**src/rtl/s27_array_pkg.sv**
```systemverilog
// Shared types and helpers for the s27 scan array: state layout, chain length, MISR step.
package s27_array_pkg;

   localparam int STATE_BITS = 3;
   localparam int MISR_MAX   = 64;

   // g5 sits in bit 0 so a flattened state vector is already in scan-chain order.
   typedef struct packed {
      logic g7;
      logic g6;
      logic g5;
   } s27_state_t;

   function automatic int CHAIN_LEN(input int nch);
      return STATE_BITS * nch;
   endfunction

   // Galois MISR step; callers zero-extend their operands and truncate the result.
   function automatic logic [MISR_MAX-1:0] misr_next(input logic [MISR_MAX-1:0] sig,
                                                     input logic [MISR_MAX-1:0] poly,
                                                     input logic [MISR_MAX-1:0] din);
      return (sig >> 1) ^ (sig[0] ? poly : '0) ^ din;
   endfunction

endpackage

```
**src/rtl/s27_core.sv**
```systemverilog
// Combinational next-state and output logic of one s27 channel.
module s27_core (
   input  logic i_g0,
   input  logic i_g1,
   input  logic i_g2,
   input  logic i_g3,
   input  logic i_g5,
   input  logic i_g6,
   input  logic i_g7,
   output logic o_g10,
   output logic o_g11,
   output logic o_g13,
   output logic o_g17
);

   logic w_g8, w_g9, w_g12, w_g14, w_g15, w_g16;

   assign w_g14 = ~i_g0;
   assign w_g8  = w_g14 & i_g6;
   assign w_g12 = ~(i_g1 | i_g7);
   assign w_g15 = w_g12 | w_g8;
   assign w_g16 = i_g3 | w_g8;
   assign w_g9  = ~(w_g16 & w_g15);
   assign o_g11 = ~(i_g5 | w_g9);
   assign o_g10 = ~(w_g14 | o_g11);
   assign o_g13 = ~(i_g2 | w_g12);
   assign o_g17 = ~o_g11;

endmodule

```
**src/rtl/s27_scan_array.sv**
```systemverilog
// NCH s27 channels sharing a scan chain, plus a windowed MISR over the G17 outputs.
module s27_scan_array
   import s27_array_pkg::*;
#(
   parameter int              NCH       = 4,
   parameter int              MISR_W    = 16,
   parameter logic [MISR_W-1:0] MISR_POLY = 16'hB400,
   parameter int              WIN       = 64
) (
   input  logic              CK,
   input  logic              RST,
   input  logic              EN,
   input  logic              SE,
   input  logic              SI,
   input  logic [NCH-1:0]    G0,
   input  logic [NCH-1:0]    G1,
   input  logic [NCH-1:0]    G2,
   input  logic [NCH-1:0]    G3,
   output logic [NCH-1:0]    G17,
   output logic              SO,
   output logic [MISR_W-1:0] SIG,
   output logic              DONE
);

   localparam int CL = CHAIN_LEN(NCH);
   localparam int CW = (WIN > 1) ? $clog2(WIN) : 1;

   s27_state_t [NCH-1:0] r_st;
   logic [CW-1:0]        r_cnt;
   logic [MISR_W-1:0]    r_sig;
   logic                 r_done;

   logic [NCH-1:0]       w_g10, w_g11, w_g13;
   logic [CL-1:0]        w_chain;
   logic [MISR_W-1:0]    w_sig_nxt;

   genvar gi;
   generate
      for (gi = 0; gi < NCH; gi++) begin : g_ch
         s27_core u_core (
            .i_g0  (G0[gi]),
            .i_g1  (G1[gi]),
            .i_g2  (G2[gi]),
            .i_g3  (G3[gi]),
            .i_g5  (r_st[gi].g5),
            .i_g6  (r_st[gi].g6),
            .i_g7  (r_st[gi].g7),
            .o_g10 (w_g10[gi]),
            .o_g11 (w_g11[gi]),
            .o_g13 (w_g13[gi]),
            .o_g17 (G17[gi])
         );
      end
   endgenerate

   assign w_chain   = r_st;
   assign w_sig_nxt = MISR_W'(misr_next(MISR_MAX'(r_sig), MISR_MAX'(MISR_POLY), MISR_MAX'(G17)));

   always_ff @(posedge CK) begin
      if (RST) begin
         r_st   <= '0;
         r_sig  <= '0;
         r_cnt  <= '0;
         r_done <= 1'b0;
      end else if (SE) begin
         r_st <= {w_chain[CL-2:0], SI};
      end else if (EN) begin
         for (int c = 0; c < NCH; c++) begin
            r_st[c].g5 <= w_g10[c];
            r_st[c].g6 <= w_g11[c];
            r_st[c].g7 <= w_g13[c];
         end
         // Counter stops at WIN-1 so it never wraps once the window closes.
         if (!r_done) begin
            r_sig <= w_sig_nxt;
            if (r_cnt == CW'(WIN - 1)) r_done <= 1'b1;
            else                       r_cnt  <= r_cnt + 1'b1;
         end
      end
   end

   assign SO   = r_st[NCH-1].g7;
   assign SIG  = r_sig;
   assign DONE = r_done;

endmodule

```
**config.mk**
```make
export PLATFORM = sky130hd
export DESIGN_NAME = s27_scan_array
export DESIGN_NICKNAME = d
export VERILOG_FILES = /design/src/rtl/s27_array_pkg.sv /design/src/rtl/s27_core.sv /design/src/rtl/s27_scan_array.sv
export SDC_FILE = /design/constraint.sdc
export NUM_CORES = 1
export LEC_CHECK = 0
export CAP_MARGIN = 20
export CORE_MARGIN = 5
export CORE_UTILIZATION = 50
export DETAILED_ROUTE_END_ITERATION = 6
export MAX_ROUTING_LAYER = met4
export PLACE_DENSITY = 0.88
export RECOVER_POWER = 50
export SETUP_SLACK_MARGIN = 0.4
export SLEW_MARGIN = 40
export SYNTH_ARGS = -nofsm -noshare
export SYNTH_HDL_FRONTEND = slang
export SYNTH_SLANG_ARGS = --single-unit
```
**constraint.sdc**
```tcl
create_clock -name CK -period 4.5 [get_ports CK]
set_clock_uncertainty 0.1 [all_clocks]
set_input_delay 0.675 -clock CK [delete_from_list [all_inputs] [get_ports CK]]
set_output_delay 0.675 -clock CK [all_outputs]
set_load 0.01 [all_outputs]
```
==> impl_metrics.toml, run 1 <==
[route]
wl_per_cell_um = 13.9
vias_per_cell = 5.52
vias = 1563
ant_nets = 0
wirelength_mm = 3.95
drt_iter0_markers = 172
drtPass1Iterations = 4
remaining_drc_errors = 0

[cts]
clock_sinks = 35
clkTransAtPathRegs_ns = 0.11
cts_root_buffer = "clkbuf_4"
cts_made_buffers = 5
postCtsHoldBufs = 0
cts_buffer_depth = 2
insertion_delay_ns = 0.35
post-cts-setup-buffers = 0
cts_resized = 0
htreeDepth = 2
tritoncts = "built"

[floorplanning]
fp.dieW_um = 69.0
die_area_um2 = 4770
core_region_area_um2 = 3360
initial_core_util_pct = 51.8
rows = 21
io_pins = 43
die_h_um = 69.0

[layout]
fin_util_pct = 64.7
final_area_um2 = 2180
multi_input_area_um2 = 825
drive_above_1_share_pct = 8.02
layout_common_cells = "dfxtp_1, nand2_1, a21oi_1, clkdlybuf4s50_1, dlygate4sd3_1"
syn_to_final_growth_pct = 24.8
seqCellArea_um2 = 701
final_common_cell = "dfxtp_1"
antennaDiodeCount = 0
nets = 258
fillCellCount = 297

[power_and_ir_drop]
irDropWorstVdd_v = 0.000172
power.leakage_nw = 0.802
power.density_nw_per_um2 = 309

[yosys]
netlist_instances = 210
yosysWarningCount = 0
syn_area_um2 = 1740
ys_seq_elements = 35
yosysSeqAreaShare_pct = 40.2
ys_types = 37
syn_nets = 232
synth_area_per_cell_um2 = 8.30

[setup_path]
crit_chain = "clkdlybuf4s50_1, nor4b_1, or2_2, inv_1, clkdlybuf4s50_1"
r2r_start = "DONE"
cp_top_family = "buffers and inverters"
worst-path-buf-inv = 3
crit_cells = 5
worstSetupPathType = "in2out"
crit_required_ns = 3.72
crit_start = "G3[1]"
crit_end = "G17[1]"
cpPeakStageDelay_ns = 0.54
worstReg2RegEnd = "r_cnt[0]"
endpoint_kind = "primary output"
cp_max_fo = 4
worst_setup_path_start_kind = "input pin"
rrSetupSlack_ns = 2.54
worstPathArrival_ns = 2.41
slowest_stage = "nor4b_1"
reg2regPathDepth = 3
worst_path_most_repeated_cell = "clkdlybuf4s50_1"

[sta]
slew_violations = 0
finalCriticalPeriod_ns = 3.19
rsz0062_at_grt = "no"
max_slew_margin_pct = 53.7
finalSetupTns_ns = 0
worstMarginPinSlew_ns = 0.692
setup_violations = 0
hold_violations = 0
fin_crit_sh_pct = 70.8
max_clock_freq_mhz = 314

[placed_design]
placed_area_um2 = 2090
gp_congestion = 0.821
port_buffers = 42
dp_hpwl_mm = 2.90

[global_route]
track_usage_pct = 17.6
grt_pass1_vias = 1394
grt_max_degree = 37
antenna_found_initial = 0
grt_pass1_wl_mm = 6.73
grt_overflow = 0

[worst_hold_path]
min-delay-path-class = "reg2reg"
hold_depth = 2

[run_status]
status = "finished, final reports clean"

[job]
drv_cap = 0
tightest hold or removal path: stages, from the launching register on:
cell	delay (ns)
dfxtp_1	0.33
nand2_1	0.06
a21oi_1	0.05
cell usage after synthesis (all sizes together):
| library cell | count | area share, % |
|---|---|---|
| nor4b | 5 | 2.5 |
| or2 | 4 | 1.4 |
| a31oi | 1 | 0.36 |
| a41oi | 1 | 0.50 |
| and4 | 1 | 0.50 |
| xnor2 | 3 | 1.5 |
| clkbuf | 9 | 1.9 |
| or4 | 1 | 0.43 |
| mux2i | 1 | 0.57 |
| ha | 1 | 0.72 |
| dfxtp | 35 | 40 |
| nand3b | 4 | 1.7 |
| a221oi | 8 | 4.0 |
| a21oi | 28 | 8.0 |
| nand3 | 2 | 0.57 |
| o41ai | 1 | 0.50 |
| a211oi | 5 | 2.2 |
| inv | 14 | 3.0 |
| or3b | 1 | 0.50 |
| mux2 | 2 | 1.3 |
| or3 | 4 | 1.4 |
| and2 | 1 | 0.36 |
| o221ai | 4 | 2.0 |
| o2111ai | 4 | 2.0 |
| nor3 | 1 | 0.29 |
| buf | 18 | 7.3 |
| a211o | 4 | 2.0 |
| o21ai | 4 | 1.1 |
| nor2 | 6 | 1.3 |
| nor3b | 5 | 2.4 |
| nor2b | 2 | 0.72 |
| nand2 | 29 | 6.2 |
| clkinv | 1 | 0.22 |
cell families (layout without fill, tap and decap cells):
group / Yosys count / count (layout) / share of synthesized area [%]
compound gates: 60 / 60 / 22.8
xor+xnor: 3 / 3 / 1.51
fa+ha+maj: 1 / 1 / 0.718
buf+inv: 42 / 69 / 12.5
flops: 35 / 35 / 40.2
mux: 3 / 3 / 1.87
simple gates: 66 / 66 / 20.5
final cells by class:
| cell class | count | area share (%) |
|---|---|---|
| clock buffers | 6 | 2.36 |
| clock inverters | 2 | 1.61 |
| inverters | 15 | 2.59 |
| multi-input cells | 133 | 37.9 |
| flip-flops and latches | 35 | 32.2 |
| well taps | 46 | 2.65 |
| repair buffers | 46 | 20.7 |
per-layer routing:
layer | track usage (%) | routed length (um) | vias to the layer above
met4 | 4.56 | 40 | 0
met1 | 22.0 | 1690 | 729
met2 | 27.4 | 1960 | 42
met3 | 5.81 | 251 | 6
met5 | - | 0 | -
li1 | - | - | 786
sequential cells by signal (all words and copies together) (netlist names):
register  cells
SIG          16
r_st         11
DONE          1
SO            1
r_cnt         6
worst min-delay path by stage:
stage / from / endpoint
2_1_floorplan: r_st[10] / SO
3_3_place_gp: r_st[1] / r_st[2]
3_5_place_dp: SIG[8] / SIG[7]
4_1_cts: r_st[10] / SO
5_1_grt: r_st[10] / SO
6_report: SIG[12] / SIG[11]
through the flow:
stage                     setup slack, ns  power [mW]  std cells  hold slack (ns)
after CTS                            1.35       0.679        283            0.383
after global placement               1.37       0.443        275            0.352
final                                1.31       0.672        283            0.373
after detailed placement             1.31       0.446        275            0.362
after floorplan                      2.34       0.405        210            0.340
after global routing                 1.22       0.707        283            0.401
power breakdown:
part / switching (mW) / leakage (nW) / internal, mW
registers: 0.0129 / 0.286 / 0.323
logic: 0.0477 / 0.468 / 0.0535
clock network: 0.104 / 0.0482 / 0.131
total: 0.165 / 0.802 / 0.508
No activity file was read; power rests on OpenSTA's default activity.
==> run 2: changes to the inputs <==
Settings changed: CORE_UTILIZATION 50 to 49, PLACE_DENSITY 0.88 to 0.86.
Clock period 4.5 ns to 3 ns, I/O delays scaled along.
==> run 2 against run 1 <==
Compared with the run above:
- flip-flop and latch count is the same
- cell count grew 1.8%
- die area grew 1.7%
- sequential power grew 50%
- core utilization grew 0.86 points
- first-iteration DRC count grew 1.7%
- global-route usage shrank 0.14 points
- critical endpoint is now G17[3]
==> impl_metrics.toml, run 2 (same netlist as run 1, synthesis figures left out) <==
[route]
vias = 1578
wirelength_mm = 3.99
remaining_drc_errors = 0
ant_nets = 0
drt_iter0_markers = 175
vias_per_cell = 5.48
wl_per_cell_um = 13.9
drtPass1Iterations = 4

[setup_path]
worst_setup_path_start_kind = "input pin"
cp_max_fo = 4
worstSetupPathType = "in2out"
crit_required_ns = 2.45
cpPeakStageDelay_ns = 0.46
r2r_start = "DONE"
endpoint_kind = "primary output"
crit_start = "G1[3]"
worstPathArrival_ns = 1.94
worst_path_most_repeated_cell = "clkdlybuf4s50_1"
slowest_stage = "clkdlybuf4s50_1"
crit_chain = "clkdlybuf4s50_1, nor4b_2, or2_2, inv_1, clkdlybuf4s50_1"

[floorplanning]
io_pins = 43
die_area_um2 = 4850
die_h_um = 69.6
fp.dieW_um = 69.6
initial_core_util_pct = 51.4
core_region_area_um2 = 3390
rows = 21

[cts]
insertion_delay_ns = 0.35
cts_buffer_depth = 2
htreeDepth = 2
post-cts-setup-buffers = 0
clock_sinks = 35
tritoncts = "built"
clkTransAtPathRegs_ns = 0.11
cts_made_buffers = 5
postCtsHoldBufs = 0
cts_root_buffer = "clkbuf_4"

[sta]
max_slew_margin_pct = 49.7
finalCriticalPeriod_ns = 2.49
max_clock_freq_mhz = 402
rsz0062_at_grt = "no"
finalSetupTns_ns = 0
setup_ws_ns = 0.511
fin_crit_sh_pct = 83.0
hold_violations = 0
slew_violations = 0
setup_violations = 0
worstMarginPinSlew_ns = 0.755

[layout]
nets = 263
layout_common_cells = "dfxtp_1, clkdlybuf4s50_1, nand2_1, a21oi_1, inv_1"
final_area_um2 = 2220
antennaDiodeCount = 0
finalNonFillerCells = 288
largest_reg_flops = 16
drive_above_1_share_pct = 9.92
final_common_cell = "dfxtp_1"
syn_to_final_growth_pct = 27.5
fillCellCount = 276

[global_route]
track_usage_pct = 17.5
grtUsageMet1_pct = 20.7
use_met2_pct = 27.3
antenna_found_initial = 0
grtUsageMet3_pct = 3.77
grt_overflow = 0
busiest_layer = "met2"
grt_pass1_vias = 1482
grt_max_degree = 27
grt_pass1_wl_mm = 6.74

[power_and_ir_drop]
irDropWorstVdd_v = 0.000327
power.density_nw_per_um2 = 462
power.leakage_nw = 0.796
total_power_mw = 1.03

[placed_design]
gp_congestion = 0.797
dp_hpwl_mm = 2.87
pre_cts_ws_ns = 0.351
place_inst = 280
port_buffers = 42
placed_area_um2 = 2130

[worst_hold_path]
min-delay-path-class = "reg2reg"
holdCritStartpoint = "r_st[10]"

[job]
drv_cap = 0

[run_status]
status = "finished, final reports clean"
## run 2: cell count changes in the layout (fill, tap and decap cells not counted), sizes merged
cell and delta:
buf +4, clkbuf +1, clkdlybuf4s50 +9, dlygate4sd3 -11, dlymetal6s2s +2
## run 2: worst max-delay path: cells and delay by family
family,cells,cell delay (ns)
AND/OR/NAND/NOR,2,0.56
buffers and inverters,3,0.93
## run 2: layout make-up
| cell class | count | area, um2 | share of cell area (%) |
|---|---|---|---|
| timing repair buffer | 51 | 489 | 22.0 |
| tap | 46 | 57.6 | 2.59 |
| sequential | 35 | 701 | 31.5 |
| clock buffer | 6 | 51.3 | 2.31 |
| multi-input combinational | 133 | 832 | 37.4 |
| inverter | 15 | 56.3 | 2.53 |
| clock inverter | 2 | 35.0 | 1.58 |
## run 2: worst paths after layout
path                   end  slack [ns]  cells past startpoint
hold / removal          SO        0.37                      2
setup / recovery    G17[3]        0.51                      5
setup reg to reg  r_cnt[0]        1.16                      3
hold reg to reg         SO        0.37                      2
## run 2: layer usage
layer | share of wire [%] | vias up
met4 | 2.2 | 0
met1 | 46 | 731
met5 | 0 | -
li1 | - | 795
met3 | 5.0 | 7
met2 | 47 | 45
## run 2: repair_timing
| action | in CTS | in global routing |
|---|---|---|
| pin swaps | 0 | 0 |
| hold endpoints to repair | 0 | 0 |
| resized for setup | 2 | 2 |
| endpoints found under the setup margin | 2 | 2 |
## run 2: stage by stage
stage | util, % | hold slack, ns
floorplan | - | 0.340
global placement | 62.8 | 0.353
detailed placement | 62.8 | 0.360
CTS | 65.7 | 0.376
finish | 65.6 | 0.374
global route | 65.6 | 0.396
## run 2: power by group
group          total [mW]  leakage (nW)  switching [mW]  internal [mW]
clock               0.363        0.0482           0.166          0.197
combinational       0.158         0.462          0.0729         0.0853
sequential          0.504         0.286          0.0194          0.485
